### src/rtl/iic_arb_pkg.sv
// Shared types and constants for the I2C access arbiter.
package iic_arb_pkg;

    // Arbiter FSM states: one register transaction per IDLE->ISSUE->WAIT->RESP pass.
    typedef enum logic [1:0] {
        IDLE  = 2'd0,
        ISSUE = 2'd1,
        WAIT  = 2'd2,
        RESP  = 2'd3
    } arb_state_t;

    localparam logic       IIC_RD        = 1'b0;
    localparam logic       IIC_WR        = 1'b1;
    localparam logic [7:0] TIMEOUT_RDATA = 8'hFF;

    // Width of a requester index; at least one bit even for a single requester.
    function automatic int idx_width(input int n);
        return (n > 1) ? $clog2(n) : 1;
    endfunction

endpackage

### src/rtl/iic_rr_pick.sv
// Combinational round-robin picker: first set request at or after rr_ptr, wrapping to 0.
module iic_rr_pick
    import iic_arb_pkg::*;
#(
    parameter int NUM_REQ = 2,
    parameter int IW      = idx_width(NUM_REQ)
) (
    input  logic [NUM_REQ-1:0] req_vld,
    input  logic [IW-1:0]      rr_ptr,
    output logic [IW-1:0]      grant_idx,
    output logic               any
);

    logic [IW-1:0] cand;

    // Scan from the farthest offset down so the nearest set request (from rr_ptr) wins last.
    always_comb begin
        // NOTE: every output gets a default before the loop so no path leaves it unassigned (no latch).
        grant_idx = '0;
        any       = 1'b0;
        cand      = '0;
        for (int i = NUM_REQ - 1; i >= 0; i--) begin
            cand = IW'((int'(rr_ptr) + i) % NUM_REQ);
            if (req_vld[cand]) begin
                grant_idx = cand;
                any       = 1'b1;
            end
        end
    end

endmodule

### src/rtl/iic_access_arbiter.sv
// Round-robin arbiter sharing one I2C byte master among NUM_REQ requesters,
// one register transaction at a time, with a bounded wait for master completion.
module iic_access_arbiter
    import iic_arb_pkg::*;
#(
    parameter int NUM_REQ     = 2,
    parameter int TIMEOUT_CYC = 50_000
) (
    input  logic                 sys_clk,
    input  logic                 sys_rst,
    input  logic [NUM_REQ-1:0]   req_vld,
    input  logic [NUM_REQ-1:0]   req_wr,
    input  logic [7*NUM_REQ-1:0] req_dev,
    input  logic [8*NUM_REQ-1:0] req_addr,
    input  logic [8*NUM_REQ-1:0] req_wdata,
    output logic [NUM_REQ-1:0]   req_rdy,
    output logic [NUM_REQ-1:0]   rsp_vld,
    output logic [7:0]           rsp_data,
    output logic                 rsp_err,
    output logic                 m_start,
    output logic                 m_wr,
    output logic [6:0]           m_dev,
    output logic [7:0]           m_addr,
    output logic [7:0]           m_wdata,
    input  logic                 m_busy,
    input  logic                 m_done,
    input  logic [7:0]           m_rdata,
    input  logic                 m_ack_err,
    output logic                 arb_busy
);

    localparam int            IW         = idx_width(NUM_REQ);
    localparam int            TW         = (TIMEOUT_CYC > 1) ? $clog2(TIMEOUT_CYC) : 1;
    localparam logic [TW-1:0] TIMER_LAST = TW'(TIMEOUT_CYC - 1);
    localparam logic [IW-1:0] LAST_IDX   = IW'(NUM_REQ - 1);

    arb_state_t    state_q, state_d;
    logic [IW-1:0] owner_q;
    logic [IW-1:0] rr_ptr_q;
    logic [TW-1:0] timer_q;
    logic [IW-1:0] pick_idx;
    logic          pick_any;
    logic          grant;
    logic          timed_out;

    logic [6:0] dev_arr   [NUM_REQ];
    logic [7:0] addr_arr  [NUM_REQ];
    logic [7:0] wdata_arr [NUM_REQ];

    // Unpack the flat per-requester command buses into indexable arrays.
    always_comb begin
        for (int i = 0; i < NUM_REQ; i++) begin
            dev_arr[i]   = req_dev[7*i +: 7];
            addr_arr[i]  = req_addr[8*i +: 8];
            wdata_arr[i] = req_wdata[8*i +: 8];
        end
    end

    iic_rr_pick #(
        .NUM_REQ (NUM_REQ),
        .IW      (IW)
    ) u_pick (
        .req_vld   (req_vld),
        .rr_ptr    (rr_ptr_q),
        .grant_idx (pick_idx),
        .any       (pick_any)
    );

    // A grant only happens while idle and the master is free.
    assign grant     = (state_q == IDLE) && pick_any && !m_busy;
    assign timed_out = (timer_q == TIMER_LAST);
    assign arb_busy  = (state_q != IDLE);

    // State register.
    always_ff @(posedge sys_clk) begin
        // NOTE: sequential state uses <= so every register sees pre-edge values of the others.
        if (sys_rst) state_q <= IDLE;
        else         state_q <= state_d;
    end

    // Next-state and per-requester handshake pulses.
    always_comb begin
        state_d = state_q;
        req_rdy = '0;
        rsp_vld = '0;
        m_start = 1'b0;
        unique case (state_q)
            IDLE:  if (grant) state_d = ISSUE;
            ISSUE: begin
                req_rdy[owner_q] = 1'b1;
                m_start          = 1'b1;
                state_d          = WAIT;
            end
            WAIT:  if (m_done || timed_out) state_d = RESP;
            RESP: begin
                rsp_vld[owner_q] = 1'b1;
                state_d          = IDLE;
            end
            default: state_d = IDLE;
        endcase
    end

    // Command latch, owner/round-robin pointer, wait timer and response capture.
    always_ff @(posedge sys_clk) begin
        if (sys_rst) begin
            owner_q  <= '0;
            rr_ptr_q <= '0;
            timer_q  <= '0;
            m_wr     <= 1'b0;
            m_dev    <= '0;
            m_addr   <= '0;
            m_wdata  <= '0;
            rsp_data <= '0;
            rsp_err  <= 1'b0;
        end else begin
            unique case (state_q)
                IDLE: begin
                    if (grant) begin
                        owner_q <= pick_idx;
                        m_wr    <= req_wr[pick_idx];
                        m_dev   <= dev_arr[pick_idx];
                        m_addr  <= addr_arr[pick_idx];
                        m_wdata <= wdata_arr[pick_idx];
                    end
                end
                ISSUE: timer_q <= '0;
                WAIT: begin
                    // A completion on the final timer cycle still reports the master's result.
                    if (m_done) begin
                        rsp_data <= m_rdata;
                        rsp_err  <= m_ack_err;
                    end else if (timed_out) begin
                        rsp_data <= TIMEOUT_RDATA;
                        rsp_err  <= 1'b1;
                    end else if (timer_q != '1) begin
                        timer_q <= timer_q + 1'b1;
                    end
                end
                RESP: rr_ptr_q <= (owner_q == LAST_IDX) ? '0 : owner_q + 1'b1;
                default: ;
            endcase
        end
    end

endmodule

### config.mk
export PLATFORM = sky130hd
export DESIGN_NAME = iic_access_arbiter
export DESIGN_NICKNAME = d
export VERILOG_FILES = /design/src/rtl/iic_arb_pkg.sv /design/src/rtl/iic_rr_pick.sv /design/src/rtl/iic_access_arbiter.sv
export SDC_FILE = /design/constraint.sdc
export NUM_CORES = 1
export LEC_CHECK = 0
export CORE_UTILIZATION = 39
export DETAILED_ROUTE_END_ITERATION = 10
export PLACE_DENSITY_LB_ADDON = 0.2
export SYNTH_ARGS = -nofsm -noshare
export SYNTH_HDL_FRONTEND = slang
export SYNTH_HIERARCHICAL = 1
export SYNTH_SLANG_ARGS = --single-unit
### constraint.sdc
create_clock -name sys_clk -period 2.1 [get_ports sys_clk]
set_input_delay 0.63 -clock sys_clk [delete_from_list [all_inputs] [get_ports sys_clk]]
set_output_delay 0.63 -clock sys_clk [all_outputs]
set_load 0.01 [all_outputs]
# Word-level counts from Yosys, hierarchy flattened
# Cells that the tools add are included.
[word_totals]
ff_bits = 53
in_bits = 63
out_inout_bits = 39
word_cells = 79
[classes]
addsub = 3
n_lt_le_gt_ge = 6
n_eq_ne = 10
muxes = 36
bitwise = 1
n_reduce_logical = 13
[ops]
columns = ["cell", "n"]
rows = [
  ["2-to-1 mux 8 bit", 8],
  ["2-to-1 mux 16 bit", 3],
  ["case mux 16 bit (2 select lines)", 1],
  ["2-to-1 mux 7 bit", 3],
  ["adder 16 x 1 -> 16 bit, second input constant", 1],
  ["== test 16 bit, second input constant", 1],
  ["inequality test 16 bit, second input constant", 1],
  ["2-to-1 mux 1 bit", 15],
  ["inequality test 2 bit, second input constant", 5],
  ["< comparator 1 x 2 -> 1 bit, second input constant", 4],
  ["2-to-1 mux 2 bit", 4],
  ["case mux 2 bit (4 select lines)", 1],
  ["AND reduction 2 bit", 3],
  ["nonzero test 2 bit", 3],
  ["== test 2 bit, second input constant", 2],
  ["AND reduction 4 bit", 1],
  ["logical AND 1 bit", 3],
  ["adder 1 bit, second input constant", 2],
  ["== test 2 x 1 -> 1 bit, second input constant", 1],
  [">= comparator 2 bit, second input constant", 1],
  ["zero test 2 bit", 1],
  ["inverter 1 -> 2 bit", 1],
  ["demux 1 bit (select 1 bit)", 1],
  [">= comparator 1 bit, second input constant", 1],
  ["2 further kinds", 2],
]

# Logic depth before layout (Yosys ltp)
# Gate-level depths: netlist of run 1.
[logic_depth]
word_depth = 9
ltp_mapped = 8
ltp_nobuf = 7

# Hierarchy
# The synthesis of run 1 kept the hierarchy.
[modules_own_cells]
columns = ["module", "instances", "cells_per_inst", "area_per_inst_um2", "seq_area_each_um2"]
rows = [
  ["iic_access_arbiter", 1, 285, 2588.7, 1061.0],
  ["iic_rr_pick", 1, 3, 17.5, 0.0],
]

# Least setup slack after synthesis of run 1
# No wires, ideal clock.
[synth_path]
path_kind = "flip-flop to flip-flop"
start = "register timer_q[0]"
end = "register timer_q[10]"
t_arrival_ps = 1821
setup_slack_ps = 152
path_stages_with_launch = 7
n_path_buf = 0
path_cell_list = "dfxtp_1 -> ha_1 -> and3_1 -> a211oi_4 -> nand4b_4 -> and3_1 -> or3_1"
[synth_via]
elab_chain_len = 5
elab_cells_between_ends = 10
classes_between = "add/sub (1); eq/ne (4); mux (4); reduce/logical (1)"
[synth_lines]
columns = ["element", "line", "source"]
rows = [
  ["from (decl)", "iic_access_arbiter.sv:40", "logic [TW-1:0] timer_q;"],
  ["from (signal assigned)", "iic_access_arbiter.sv:136", "timer_q <= timer_q + 1'b1;"],
  ["adder 16 x 1 -> 16 bit", "iic_access_arbiter.sv:136", ""],
  ["2-to-1 mux 16 bit", "iic_access_arbiter.sv:135", "end else if (timer_q != '1) begin"],
  ["2-to-1 mux 16 bit", "iic_access_arbiter.sv:132", "end else if (timed_out) begin"],
  ["2-to-1 mux 16 bit", "iic_access_arbiter.sv:129", "if (m_done) begin"],
  ["case mux 16 bit (2 select lines)", "iic_access_arbiter.sv:116", "unique case (state_q)"],
]
# Several ways; a longest one is shown, not always the timed one. The select of a mux whose other input is x is not followed.
# A chain may end at the register's enable or synchronous reset.

# Worst setup path in the final report of run 1
[layout_path]
start = "register timer_q[1]"
end = "register timer_q[10]"
# Same word-level chain as after synthesis.

==> key figures, run 1 <==
Floorplanning
  – Initial Util: 40.81%
  – Core Area: 0.006386 mm2
  – Die footprint: 0.007013 mm2
  – Chip width: 83.75 um
  – Num rows: 29
  – Overall die height: 83.75 um
  – I/O Pins: 102

Layout
  – Area grow syn2layout: 50.12%
  – Most frequent cells in the layout: clkdlybuf4s50_1 (94), dfxtp_1 (52), nor2_1 (48)
  – Commonest non-fill, non-tap cell in the layout: clkdlybuf4s50_1
  – Share of cells above drive strength 1: 11.00%
  – Diodes inserted: 0
  – Post-route design area: 0.003913 mm2
  – Nets: 467

CTS
  – Post-CTS Setup Repair Bufs: 0
  – CTS buffer count: 5
  – Htree depth: 2
  – Sink Count: 53
  – CTS Root Cell: clkbuf_8
  – CTS tree: done
  – Worst-path clk slew: 100 ps
  – Max Root-Sink Buffers: 2
  – Clock Latency Late Sink: 310 ps
  – Post-CTS Resized: 7
  – Hold_buf cts: 0

Critical path
  – Crit path depth: 6
  – Reg2reg start: timer_q[1]
  – Critical-path cell list: ha_1 > and3_1 > a211oi_4 > nand4b_4 > and3_1 > or3_1
  – WP buf/inv: 0
  – Largest stage delay on the critical path: 370 ps
  – R2R Setup Slk: 100 ps
  – CP max stage cell: dfxtp_1
  – Worst setup path startpoint: timer_q[1]
  – CP arrival: 2190 ps
  – Worst Reg-to-Reg Cells: 6
  – CP top delay family: simple AND/OR/NAND/NOR gates
  – Worst setup SP type: register
  – Crit path max fanout: 6
  – Worst r2r dst: timer_q[10]
  – CP dominant cell by count: and3_1
  – CP Capture Type: register
  – Worst setup path end: timer_q[10]
  – Crit Path Class: register to register
  – Critical path required time: 2290 ps

Job
  – Max-cap violations: 0

Logic synthesis
  – Synthesis warning total: 6
  – Post-synth EDFFs: 0
  – Post-Syn Area per Cell: 9.049 um2
  – Complex-gate fraction of the synthesized area: 15.79%
  – XOR/XNOR share of the synthesized area: 0%
  – Synth Flop Type: dfxtp_1
  – Post-synth ARST share: 0%
  – Mux cell area share after synthesis: 11.52%
  – FF+latch count, synth: 53
  – Cell area after synthesis: 0.002606 mm2
  – Synth Area in Adders: 2.400%
  – Synthesized instance count: 288
  – Synth unique cells: 48
  – Largest family of logic cells by synthesized area: simple AND/OR/NAND/NOR gates
  – Simple-gate share of the synthesized area: 25.44%
  – Synthesized Nets: 356
  – Sequential area share after synthesis: 40.71%

Drt
  – Final ANT Viol Nets: 0
  – Routed vias: 2,535
  – Wire length per cell: 14.01 um
  – Remaining DRCs: 0
  – Final wirelength: 6.684 mm
  – Vias per inst: 5.314
  – First DRT Iteration DRCs: 94
  – DRT Pass-1 Iters: 4

Place
  – Hpwl dp: 5.119 mm
  – Port Buffers: 101
  – Cell area after placement: 0.003820 mm2
  – GP Congestion: 0.8041

STA
  – Tightest Pin Transition: 527.7 ps
  – Setup TNS: 0 ps
  – Worst Clk Skew: 9.520 ps
  – Fin crit period: 2000 ps
  – Final hold violation count: 0
  – Worst slew margin relative to its limit: 64.82%
  – RSZ-0062 raised after global routing: false
  – Final setup vio count: 0
  – Final Cycle Share: 95.26%
  – Final slew viol count: 0
  – Highest Clock Rate: 499.9 MHz

Global routing
  – Vias in the first global route: 2,458
  – GRT Total Usage: 19.93%
  – GRT overflow: 0
  – Antenna violations before repair: 0
  – Pin count of the biggest net entering global routing: 34
  – First-pass GRT wire length: 11.32 mm

Power and ir drop
  – Cell Pwr Density: 798.9 mW/mm2
  – Worst VDD drop: 0.4424 mV
  – Leak: 1.519 nW

Min path
  – HP Class: register to register
  – Worst Min Path Start: rr_ptr_q

Status
  – Status: completed
-- Yosys cell counts (2+ instances only) --
library cell / instances / area (um2)
dfxtp_1: 53 / 1061
nor2_1: 49 / 183.9
mux2i_1: 30 / 300.3
a211oi_1: 24 / 180.2
clkbuf_1: 13 / 48.80
nand2_1: 13 / 48.80
nor3_1: 12 / 60.06
o211ai_1: 8 / 60.06
nand3_1: 7 / 35.03
inv_1: 6 / 22.52
buf_2: 5 / 25.02
ha_1: 5 / 62.56
nand4_1: 5 / 31.28
and3_1: 4 / 25.02
nor4_1: 4 / 25.02
or3_1: 4 / 25.02
and2_1: 3 / 18.77
and4_1: 3 / 26.28
o31ai_1: 3 / 22.52
nand2b_1: 2 / 12.51
nor2b_1: 2 / 12.51
nor4b_1: 2 / 17.52
o22ai_1: 2 / 12.51
o311ai_0: 2 / 17.52
or2_2: 2 / 12.51
or4_1: 2 / 15.01
or4b_1: 2 / 20.02
-- kinds of logic after synthesis --
| family | Yosys count |
|---|---|
| buffers and inverters | 25 |
| multiplexers | 30 |
| AO/OA/AOI/OAI | 51 |
| adder cells (fa/ha/maj) | 5 |
| AND/OR/NAND/NOR | 124 |
| flip-flops | 53 |
-- stage by stage --
step | setup WS (ps) | util (%) | total power [mW] | cells | hold slack, ps
4_1_cts | 66.70 | 61.21 | 3.162 | 477 | 498.6
2_1_floorplan | 151.9 | - | 1.904 | 288 | 468.4
5_1_grt | 14.09 | 61.27 | 3.342 | 477 | 521.8
3_3_place_gp | -169.8 | 59.82 | 2.559 | 469 | 479.6
3_5_place_dp | -171.8 | 59.82 | 2.580 | 469 | 480.0
6_report | 99.60 | 61.27 | 3.126 | 477 | 494.9
-- per-layer routing --
layer	wire length (um)	track usage (%)	part of all wire, %	vias up
met5	0	0	0	-
met4	82	5.085	1.2	0
met3	526	6.825	7.9	7
met2	3310	34.37	50	78
met1	2765	23.62	41	1168
li1	-	-	-	1282
-- worst reg2reg max path: stages, from the launching register on --
cell      delay [ps]
dfxtp_1          370
ha_1             220
and3_1           250
a211oi_4         330
nand4b_4         170
and3_1           210
or3_1            350
-- cell type report --
class	instances	area [um2]
Clock buffer	5	68.82
Clock inverter	3	26.28
Fill cell	579	2474
Inverter	6	22.52
Multi-Input combinational cell	210	1459
Sequential cell	53	1062
Tap cell	77	96.34
Timing Repair Buffer	123	1177
-- sequential cells by signal, indices dropped and copies added (netlist names), 2 cells and up --
signal	cells
m_dev	7
m_wdata	8
state_q	2
m_addr	8
rsp_data	8
timer_q	16
-- worst min path at each step --
| stage | end | slack [ps] | cells after the start |
|---|---|---|---|
| 2_1_floorplan | rr_ptr_q | 470 | 2 |
| 3_3_place_gp | rr_ptr_q | 480 | 2 |
| 3_5_place_dp | rr_ptr_q | 480 | 2 |
| 4_1_cts | rr_ptr_q | 500 | 2 |
| 5_1_grt | rr_ptr_q | 520 | 2 |
| 6_report | rr_ptr_q | 490 | 2 |
-- report_power, final --
group | internal [mW] | switching (mW) | leakage [nW]
clock | 0.243 | 0.357 | 0.0423
combinational | 0.661 | 0.590 | 1.04
sequential | 1.18 | 0.0937 | 0.433
total | 2.08 | 1.04 | 1.52
(Power assumes the default switching activity.)
==> run 2, diff against run 1 <==
Settings changed: ABC_AREA set to 1, CORE_UTILIZATION 39 to 41.
==> key figures, run 2 <==
CTS
  – Hold_buf cts: 0 (unchanged)
  – Sink Count: 53 (unchanged)
  – CTS buffer count: 5 (unchanged)
  – CTS Root Cell: clkbuf_8
  – Worst-path clk slew: 100 ps (about the same)
  – Max Root-Sink Buffers: 2 (unchanged)
  – Htree depth: 2 (unchanged)
  – Clock Latency Late Sink: 300 ps (about the same)
  – CTS tree: done

Critical path
  – Crit path max fanout: 3 (-3)
  – CP arrival: 1360 ps (-830 ps)
  – Reg2reg start: timer_q[0]
  – Critical path required time: 1470 ps (-820 ps)
  – Worst setup path startpoint: state_q[0]
  – Worst setup SP type: register
  – Crit Path Class: register to output port
  – CP Capture Type: output port

Floorplanning
  – I/O Pins: 102 (unchanged)
  – Initial Util: 42.54% (+1.7 points)
  – Core Area: 0.006794 mm2 (+6.4%)
  – Num rows: 30 (+3.4%)
  – Overall die height: 85.96 um (+2.6%)
  – Chip width: 85.96 um (+2.6%)
  – Die footprint: 0.007389 mm2 (+5.4%)

Logic synthesis
  – Post-synth ARST share: 0% (unchanged)
  – Post-synth EDFFs: 0 (unchanged)
  – Synth Flop Type: dfxtp_1
  – FF+latch count, synth: 53 (unchanged)
  – Post-Syn Area per Cell: 6.495 um2 (-28%)
  – Synthesis warning total: 6 (unchanged)
  – Yosys top cell area share: 36.71% (-4.0 points)
  – Sequential area share after synthesis: 36.71% (-4.0 points)
  – Synth unique cells: 28 (-42%)
  – Cell area after synthesis: 0.002890 mm2 (+11%)
  – Area contributors post-synth: dfxtp_1 (37%), a21oi_1 (11%), nand2_1 (10%), nor2_1 (9.7%), inv_1 (9.1%)
  – Post-synth top area cell: dfxtp_1
  – Synthesized instance count: 445 (+55%)
  – Commonest cells in the netlist: nand2_1 (79), nor2_1 (75), inv_1 (70)
  – Most frequent cell after synthesis: nand2_1
  – Synthesized Nets: 513 (+44%)

STA
  – Final Cycle Share: 94.71% (-0.55 points)
  – Worst hold margin: 521.9 ps (+26.99 ps)
  – RSZ-0062 raised after global routing: false
  – Tightest Pin Transition: 491.2 ps (-36.47 ps)
  – Highest Clock Rate: 502.8 MHz (+0.58%)
  – Worst Clk Skew: 9.320 ps (-0.1994 ps)
  – Final setup vio count: 0 (unchanged)
  – Fin crit period: 1989 ps (-11.57 ps)
  – Final slew viol count: 0 (unchanged)
  – Worst slew margin relative to its limit: 67.25% (+2.4 points)
  – Final hold violation count: 0 (unchanged)

Min path
  – Worst Min Path Start: timer_q[6]
  – HP Class: register to register

Power and ir drop
  – Final Power: 3.803 mW (+22%)
  – Cell Pwr Density: 927.3 mW/mm2 (+16%)
  – Leak: 1.832 nW (+21%)
  – Worst VDD drop: 0.3347 mV (-24%)

Drt
  – Wire length per cell: 10.88 um (-22%)
  – Final ANT Viol Nets: 0 (unchanged)
  – Routed vias: 2,937 (+16%)
  – Final wirelength: 6.910 mm (+3.4%)
  – DRT Pass-1 Iters: 4 (unchanged)
  – First DRT Iteration DRCs: 84 (-11%)
  – Remaining DRCs: 0 (unchanged)
  – Vias per inst: 4.625 (-13%)

Layout
  – Largest register FFs: 16 (unchanged)
  – Post-route design area: 0.004101 mm2 (+4.8%)
  – Share of cells above drive strength 1: 5.195% (-5.8 points)
  – Nets: 606 (+30%)
  – Diodes inserted: 0 (unchanged)
  – Most frequent cells in the layout: clkdlybuf4s50_1 (95), nand2_1 (79), nor2_1 (74)
  – Area grow syn2layout: 41.90%
  – Commonest non-fill, non-tap cell in the layout: clkdlybuf4s50_1
  – Top reg by flops: timer_q

Global routing
  – GRT Total Usage: 18.89% (-1.0 points)
  – First-pass GRT wire length: 11.50 mm (+1.5%)
  – GRT overflow: 0 (unchanged)
  – Vias in the first global route: 2,672 (+8.7%)
  – Pin count of the biggest net entering global routing: 50 (+47%)
  – Antenna violations before repair: 0 (unchanged)

Place
  – GP Congestion: 0.8401 (+4.5%)
  – Hpwl dp: 5.035 mm (-1.6%)
  – Cell area after placement: 0.003978 mm2 (+4.1%)
  – Port Buffers: 101 (unchanged)

Job
  – Max-cap violations: 0 (unchanged)

Status
  – Status: completed
## run 2: cell count changes in the layout (fill, tap and decap cells not counted), moves of 24 or more
cell      change
nor2_1       +26
inv_1        +63
a21oi_1      +60
nand2_1      +66
mux2i_1      -30
o21ai_0      +32
a211oi_1     -24
## run 2: where the power goes
group	leakage [nW]	internal [mW]	total [mW]	switching [mW]
clock	0.0585	0.358	0.698	0.341
combinational	1.34	0.768	1.69	0.920
sequential	0.435	1.24	1.42	0.174
total	1.83	2.37	3.80	1.44
## run 2: what timing repair did
action,in CTS,in global routing
pin swaps,0,1
setup buffers,0,0
gates resized for setup,10,1
setup endpoints to repair,6,2
## run 2: kinds of logic (layout without fill, tap and decap cells)
group           Yosys count  count (layout)  share of synthesized area, %
fa+ha+maj                 5               5                         2.165
simple gates            185             185                         26.88
flops                    53              53                         36.71
buf+inv                  94             188                         13.90
compound gates          105             105                         19.44
xor+xnor                  3               3                        0.9093
## run 2: path summary, 6_finish.rpt
kind | slack (ps) | cells past startpoint | endpoint
max | 110 | 4 | arb_busy
min | 520 | 2 | timer_q[6]
max reg2reg | 220 | 9 | timer_q[3]
min reg2reg | 520 | 2 | timer_q[6]
## run 2: cell type report
type	count	area [um2]
timing repair buffer	107	1077
inverter	73	274.0
fill	675	2693
sequential	53	1064
multi-input combinational	298	1454
clock inverter	3	43.79
tap	96	120.1
clock buffer	5	68.82
## run 2: per-stage QoR
stage	std cells	worst slack, ps	TNS (ps)	util [%]
floorplan	445	382.0	0	-
global placement	627	56.45	0	58.55
detailed placement	627	-17.38	-17.38	58.55
CTS	635	28.89	0	60.33
global route	635	2.939	0	60.37
finish	635	111.2	0	60.37
## run 2: worst max-delay path, cell delays in order (launching register included)
cell and delay (ps):
dfxtp_2 390, inv_1 90, ha_1 230, inv_1 70, dlygate4sd2_1 280
## run 2: metal layers
metal	up-vias	track usage [%]	share of wire (%)
li1	1580	-	-
met1	1275	22.60	46
met2	76	33.19	46
met3	6	5.967	6.8
met4	0	3.788	1.0
met5	-	0	0
